### src/rtl/input_pkg.sv
// Shared types and constants for the keyboard/mouse/spinner input path feeding `system`.
// key_event_t is the queued keyboard word; mod_mask maps a scancode to its modifier bit.
package input_pkg;

  typedef struct packed {
    logic       pressed;
    logic       extended;
    logic [7:0] code;
  } key_event_t;

  localparam int MOD_LSHIFT = 0;
  localparam int MOD_RSHIFT = 1;
  localparam int MOD_LCTRL  = 2;
  localparam int MOD_RCTRL  = 3;
  localparam int MOD_LALT   = 4;
  localparam int MOD_RALT   = 5;
  localparam int MOD_LGUI   = 6;
  localparam int MOD_RGUI   = 7;

  localparam logic [7:0] SC_LSHIFT = 8'h12;
  localparam logic [7:0] SC_RSHIFT = 8'h59;
  localparam logic [7:0] SC_CTRL   = 8'h14;
  localparam logic [7:0] SC_ALT    = 8'h11;
  localparam logic [7:0] SC_LGUI   = 8'h1F;
  localparam logic [7:0] SC_RGUI   = 8'h27;

  // One-hot modifier mask for {extended, code}; zero for keys that are not modifiers.
  // E0 12 / E0 59 are the "fake shift" codes some keys emit and must not match.
  function automatic logic [7:0] mod_mask(input logic extended, input logic [7:0] code);
    logic [7:0] m;
    m = '0;
    case ({extended, code})
      {1'b0, SC_LSHIFT}: m[MOD_LSHIFT] = 1'b1;
      {1'b0, SC_RSHIFT}: m[MOD_RSHIFT] = 1'b1;
      {1'b0, SC_CTRL}:   m[MOD_LCTRL]  = 1'b1;
      {1'b1, SC_CTRL}:   m[MOD_RCTRL]  = 1'b1;
      {1'b0, SC_ALT}:    m[MOD_LALT]   = 1'b1;
      {1'b1, SC_ALT}:    m[MOD_RALT]   = 1'b1;
      {1'b1, SC_LGUI}:   m[MOD_LGUI]   = 1'b1;
      {1'b1, SC_RGUI}:   m[MOD_RGUI]   = 1'b1;
      default:           m = '0;
    endcase
    return m;
  endfunction

endpackage

### src/rtl/sync_fifo.sv
// Single-clock FIFO with a registered head output and registered count/flags.
// A push into a full FIFO is accepted only when a pop happens in the same cycle.
module sync_fifo #(
  parameter int WIDTH = 8,
  parameter int DEPTH = 8,
  parameter int AW    = $clog2(DEPTH),
  parameter int CW    = $clog2(DEPTH + 1)
) (
  input  logic             clk,
  input  logic             rst,
  input  logic             wr_en,
  input  logic [WIDTH-1:0] din,
  input  logic             rd_en,
  output logic [WIDTH-1:0] dout,
  output logic             empty,
  output logic             full,
  output logic [CW-1:0]    count
);

  logic [WIDTH-1:0] mem [DEPTH];
  logic [AW-1:0]    wr_ptr;
  logic [AW-1:0]    rd_ptr;
  logic [AW-1:0]    rd_ptr_inc;
  logic             pop_ok;
  logic             push_ok;
  logic [CW-1:0]    count_next;
  logic [WIDTH-1:0] dout_next;

  assign rd_ptr_inc = rd_ptr + AW'(1);
  assign pop_ok     = rd_en && (count != '0);
  assign push_ok    = wr_en && ((count != CW'(DEPTH)) || pop_ok);

  always_comb begin
    count_next = count;
    if (push_ok && !pop_ok)
      count_next = count + CW'(1);
    else if (pop_ok && !push_ok)
      count_next = count - CW'(1);
  end

  // The head register looks one entry ahead: on a pop it takes the following
  // slot, or the incoming word when the queue held only the popped entry.
  always_comb begin
    dout_next = dout;
    if (pop_ok) begin
      if (count > CW'(1))
        dout_next = mem[rd_ptr_inc];
      else if (push_ok)
        dout_next = din;
    end else if (push_ok && (count == '0)) begin
      dout_next = din;
    end
  end

  always_ff @(posedge clk) begin
    if (push_ok)
      mem[wr_ptr] <= din;
  end

  always_ff @(posedge clk or posedge rst) begin
    if (rst) begin
      wr_ptr <= '0;
      rd_ptr <= '0;
      count  <= '0;
      dout   <= '0;
      empty  <= 1'b1;
      full   <= 1'b0;
    end else begin
      if (push_ok)
        wr_ptr <= wr_ptr + AW'(1);
      if (pop_ok)
        rd_ptr <= rd_ptr_inc;
      count <= count_next;
      dout  <= dout_next;
      empty <= (count_next == '0);
      full  <= (count_next == CW'(DEPTH));
    end
  end

endmodule

### src/rtl/ps2_key_queue.sv
// Turns the toggle-encoded hps_io ps2_key word into a queue of key events,
// with a sticky drop flag and a live modifier-key byte.
module ps2_key_queue
  import input_pkg::*;
#(
  parameter int DEPTH = 8,
  parameter int CW    = $clog2(DEPTH + 1)
) (
  input  logic          clk_sys,
  input  logic          reset,
  input  logic [10:0]   ps2_key,
  input  logic          rd,
  output logic [9:0]    key_data,
  output logic          empty,
  output logic          full,
  output logic [CW-1:0] count,
  output logic          overflow,
  input  logic          clr_overflow,
  output logic [7:0]    mods
);

  logic       tog_q;
  logic       key_event;
  logic       drop;
  key_event_t ev;
  logic [7:0] ev_mask;

  // tog_q follows the toggle bit every cycle, reset included, so leaving reset
  // never sees a stale toggle; events are simply suppressed while in reset.
  always_ff @(posedge clk_sys)
    tog_q <= ps2_key[10];

  assign key_event = !reset && (ps2_key[10] != tog_q);
  assign ev        = key_event_t'(ps2_key[9:0]);
  assign ev_mask   = mod_mask(ev.extended, ev.code);
  assign drop      = key_event && full && !rd;

  sync_fifo #(
    .WIDTH ($bits(key_event_t)),
    .DEPTH (DEPTH),
    .CW    (CW)
  ) u_fifo (
    .clk   (clk_sys),
    .rst   (reset),
    .wr_en (key_event),
    .din   (ev),
    .rd_en (rd),
    .dout  (key_data),
    .empty (empty),
    .full  (full),
    .count (count)
  );

  always_ff @(posedge clk_sys or posedge reset) begin
    if (reset)
      overflow <= 1'b0;
    else if (drop)
      overflow <= 1'b1;
    else if (clr_overflow)
      overflow <= 1'b0;
  end

  // Modifiers track every event, dropped ones too, so mods never lags the keyboard.
  always_ff @(posedge clk_sys or posedge reset) begin
    if (reset)
      mods <= '0;
    else if (key_event) begin
      if (ev.pressed)
        mods <= mods | ev_mask;
      else
        mods <= mods & ~ev_mask;
    end
  end

endmodule

### config.mk
export PLATFORM = sky130hd
export DESIGN_NAME = ps2_key_queue
export DESIGN_NICKNAME = d
export VERILOG_FILES = /design/src/rtl/input_pkg.sv /design/src/rtl/sync_fifo.sv /design/src/rtl/ps2_key_queue.sv
export SDC_FILE = /design/constraint.sdc
export NUM_CORES = 1
export LEC_CHECK = 0
export ABC_CLOCK_PERIOD_IN_PS = 3200
export CAP_MARGIN = 10
export CORE_AREA = 2 2 77 108
export CTS_CLUSTER_SIZE = 10
export DETAILED_ROUTE_END_ITERATION = 10
export DIE_AREA = 0 0 79 110
export DONT_BUFFER_PORTS = 1
export PLACE_DENSITY_LB_ADDON = 0.08
export SYNTH_ARGS = -nofsm -noshare
export SYNTH_HDL_FRONTEND = slang
export SYNTH_SLANG_ARGS = --single-unit
### constraint.sdc
create_clock -name clk_sys -period 3.2 [get_ports clk_sys]
set_input_delay 0.32 -clock clk_sys [delete_from_list [all_inputs] [get_ports clk_sys]]
set_output_delay 0.32 -clock clk_sys [all_outputs]
set_load 0.01 [all_outputs]
==> impl_metrics.xml <==
<?xml version="1.0" encoding="UTF-8"?>
<metrics>
  <group name="timing">
    <metric name="worst_slack" unit="ns">0.9247</metric>
    <metric name="finClkSkew" unit="ns">0.01830</metric>
    <metric name="slew_at_the_pin_with_the_worst_max_slew_slack" unit="ns">0.8555</metric>
    <metric name="final.min_clock_period" unit="ns">2.275</metric>
    <metric name="setup_total_negative_slack" unit="ns">0</metric>
    <metric name="min_period_over_period" unit="%">71.10</metric>
    <metric name="fmax" unit="GHz">0.4395</metric>
    <metric name="hold_violations" unit="">0</metric>
    <metric name="drv_slew" unit="">0</metric>
    <metric name="unrepaired_setup_endpoints_after_global_routing" unit="">no</metric>
    <metric name="maxSlewHeadroom" unit="%">42.55</metric>
    <metric name="finalSetupViolations" unit="">0</metric>
  </group>
  <group name="grt">
    <metric name="largest_net_degree_at_the_start_of_global_routing" unit="">23</metric>
    <metric name="first_pass_grt_wire_length" unit="mm">14.81</metric>
    <metric name="grt_usage" unit="%">24.22</metric>
    <metric name="grt.overflow.total" unit="">0</metric>
    <metric name="grt_antenna_before_repair" unit="">0</metric>
    <metric name="vias_in_the_first_global_route" unit="">2746</metric>
  </group>
  <group name="synthesis">
    <metric name="synth.avg_cell_area" unit="µm²">16.58</metric>
    <metric name="synthesis.area" unit="µm²">4726</metric>
    <metric name="synthDistinctLibCells" unit="">53</metric>
    <metric name="yosysSeqAreaShare" unit="%">67.70</metric>
    <metric name="dominant_register_cell_in_the_synthesized_netlist" unit="">edfxtp_1</metric>
    <metric name="synth.yosys.warnings" unit="">0</metric>
    <metric name="synth_async_sr_flop_share" unit="%">27.68</metric>
    <metric name="synth_cells" unit="">285</metric>
    <metric name="syn_nets" unit="">305</metric>
    <metric name="synth-seq-cells" unit="">112</metric>
    <metric name="synth_edf_count" unit="">80</metric>
  </group>
  <group name="route">
    <metric name="drt_wl_total" unit="mm">9.576</metric>
    <metric name="drt_first_pass_iters" unit="">4</metric>
    <metric name="route.antenna.remaining_nets" unit="">0</metric>
    <metric name="routedWlPerCell" unit="µm">23.53</metric>
    <metric name="vias" unit="">2583</metric>
    <metric name="drc_errors" unit="">0</metric>
    <metric name="viasPerCell" unit="">6.346</metric>
    <metric name="number_of_violations_reported_at_the_end_of_detailed_routing_iteration_0" unit="">253</metric>
  </group>
  <group name="status">
    <metric name="run_status" unit="">finished, final reports clean</metric>
  </group>
  <group name="worst_setup_path">
    <metric name="crit_type" unit="">register to register</metric>
    <metric name="worst_setup_path_start_kind" unit="">register</metric>
    <metric name="crit_fanout" unit="">10</metric>
    <metric name="crit_arrival" unit="ns">2.36</metric>
    <metric name="critPathRequiredTime" unit="ns">3.28</metric>
    <metric name="ff2ff_setup_slack" unit="ns">0.92</metric>
    <metric name="critPathLaunch" unit="">u_fifo.count[0]</metric>
    <metric name="crit_path_end_kind" unit="">register</metric>
    <metric name="crit-reg2reg-launch" unit="">u_fifo.count[0]</metric>
    <metric name="rr_worst_depth" unit="">7</metric>
    <metric name="critical_path_end" unit="">u_fifo.mem[0][9]</metric>
    <metric name="worstReg2RegEnd" unit="">u_fifo.mem[0][9]</metric>
  </group>
  <group name="power">
    <metric name="static-leakage-power" unit="µW">0.001823</metric>
    <metric name="cellPowerDensity" unit="nW/µm²">845.2</metric>
    <metric name="ir_worst_vdd" unit="µV">548.3</metric>
  </group>
  <group name="floorplanning">
    <metric name="core-area" unit="µm²">7702</metric>
    <metric name="placementRows" unit="">38</metric>
    <metric name="die_w" unit="µm">79</metric>
    <metric name="floorplan.die_area" unit="µm²">8690</metric>
    <metric name="starting_density_of_the_core" unit="%">61.35</metric>
    <metric name="num_io_pins" unit="">40</metric>
    <metric name="dieHeight" unit="µm">110</metric>
  </group>
  <group name="final_layout">
    <metric name="fillCellCount" unit="">536</metric>
    <metric name="areaGrowthSynthToFinish" unit="%">8.207</metric>
    <metric name="fin_area" unit="µm²">5114</metric>
    <metric name="post_route_cells_drive_above_1_share" unit="%">21.50</metric>
    <metric name="n_diodes" unit="">0</metric>
    <metric name="finalNetCount" unit="">322</metric>
    <metric name="final_util" unit="%">66.39</metric>
  </group>
  <group name="placement">
    <metric name="dpl.hpwl" unit="mm">6.505</metric>
    <metric name="placement.cell_area" unit="µm²">4898</metric>
    <metric name="detailedPlace.worstSlack" unit="ns">0.9161</metric>
    <metric name="gp_routability_congestion" unit="">0.7552</metric>
    <metric name="port_buffers" unit="">0</metric>
  </group>
  <group name="clock_tree">
    <metric name="cts_post_setup_buffers_inserted" unit="">0</metric>
    <metric name="clkSlewWorstSetupHoldPaths" unit="ns">0.11</metric>
    <metric name="cts_tree" unit="">yes</metric>
    <metric name="cts.hold.buffers_added" unit="">2</metric>
    <metric name="cts-root-to-sink-buffers" unit="">2</metric>
    <metric name="clock_insertion_delay_worst_skew" unit="ns">0.38</metric>
    <metric name="numClockSinks" unit="">112</metric>
    <metric name="numCtsBuffers" unit="">9</metric>
    <metric name="post_cts.resized_instances" unit="">0</metric>
    <metric name="cts_root_buf" unit="">clkbuf_8</metric>
    <metric name="htreeDepth" unit="">3</metric>
  </group>
  <group name="hold_path">
    <metric name="hold_wc_path_type" unit="">primary input to register</metric>
  </group>
  <group name="flow_run">
    <metric name="maxCapViolations" unit="">0</metric>
  </group>
</metrics>
worst min path at each step:
stage | to | start | slack, ns | cells past startpoint
after floorplan | async pin | reset | 0.27 | 1
after global placement | u_fifo.dout[9] | reset | 0.24 | 1
after detailed placement | u_fifo.dout[9] | reset | 0.25 | 1
after CTS | u_fifo.mem[1][7] | ps2_key[7] | 0.02 | 0
after global routing | u_fifo.mem[0][7] | ps2_key[7] | 0.009 | 0
final | u_fifo.mem[1][7] | ps2_key[7] | 0.03 | 0
cells by family after synthesis:
group	Yosys count	synth area share, %
flops	112	67.70
simple gates	79	9.002
mux	30	11.99
fa+ha+maj	5	1.324
compound gates	35	6.593
buf+inv	14	1.377
xor+xnor	10	2.012
layout make-up:
| class | instances | area, µm² | share of cell area [%] |
|---|---|---|---|
| inverters | 6 | 22.52 | 0.4404 |
| multi-input cells | 159 | 1461 | 28.58 |
| flip-flops and latches | 112 | 3199 | 62.56 |
| well taps | 100 | 125.1 | 2.447 |
| repair buffers | 14 | 110.1 | 2.153 |
| clock inverters | 6 | 67.56 | 1.321 |
| clock buffers | 10 | 127.6 | 2.496 |
flip-flops by register name, summed over array words and instances, names as in the netlist, named ones only:
| register | cells |
|---|---|
| u_fifo.mem | 80 |
| tog_q | 1 |
| overflow | 1 |
| u_fifo.wr_ptr | 3 |
| u_fifo.empty | 1 |
| u_fifo.dout | 10 |
| u_fifo.full | 1 |
| u_fifo.count | 4 |
| u_fifo.rd_ptr | 3 |
worst max-delay path, cell delays in order, from the launching register on:
cell and delay (ns):
dfrtp_1 0.57, inv_1 0.12, ha_1 0.29, and3b_4 0.23, a21oi_2 0.25, nand2b_1 0.15
nor3_1 0.16, buf_4 0.22
synth_stat cells (2+ instances only):
cell type   n  area [µm²]
edfxtp_1   80        2402
dfrtp_1    30       750.7
nand2_1    30       112.6
mux4_2     20       450.4
nor2_1     16       60.06
a21oi_1    10       50.05
a221o_1    10       100.1
xnor2_1     7       61.31
nand3_1     6       30.03
ha_1        5       62.56
inv_1       5       18.77
mux2_1      5       56.30
buf_2       4       20.02
mux2_2      4       45.04
nand2b_1    4       25.02
nor3_1      4       20.02
clkbuf_1    3       11.26
o31ai_1     3       22.52
and3b_1     2       17.52
nor3b_2     2       25.02
nor4_1      2       12.51
xor2_1      2       17.52
report_power, final:
group          total (µW)  switching [µW]  internal, µW
sequential           2010             224          1780
clock                 827             460           367
combinational        1490             784           702
total                4320            1470          2850
placed cells by master (no fill, tap or decap), types with 2 or more instances in the layout:
cell type      Yosys  routed
mux2_2             4       4
nand2b_1           4       4
and3b_1            2       2
a221o_1           10      10
inv_6              0       2
nor4_1             2       2
mux2_1             5       5
nor3_1             4       4
nand3_1            6       6
dlygate4sd3_1      0       2
xnor2_1            7       7
nor2_1            16      16
mux4_2            20      20
clkbuf_8           0       9
nor3b_2            2       2
buf_4              0      12
nand2_1           30      30
inv_1              5       5
dfrtp_1           30      30
ha_1               5       5
a21oi_1           10      10
edfxtp_1          80      80
o31ai_1            3       3
xor2_1             2       2
per-layer routing:
metal | GRT usage, % | vias up | wire length (µm)
met5 | 0 | - | 0
met4 | 14.53 | 0 | 382
met3 | 4.723 | 21 | 615
met2 | 40.38 | 95 | 4987
met1 | 29.49 | 1325 | 3591
li1 | - | 1142 | -
through the flow:
step | hold WS, ns | cells | total power (µW)
after floorplan | 0.2701 | 285 | 3163
after global placement | 0.2390 | 389 | 3504
after detailed placement | 0.2494 | 389 | 3542
after CTS | 0.01640 | 407 | 4368
after global routing | 0.009380 | 407 | 4576
final | 0.02808 | 407 | 4322
No activity file was read; power rests on OpenSTA's default activity.
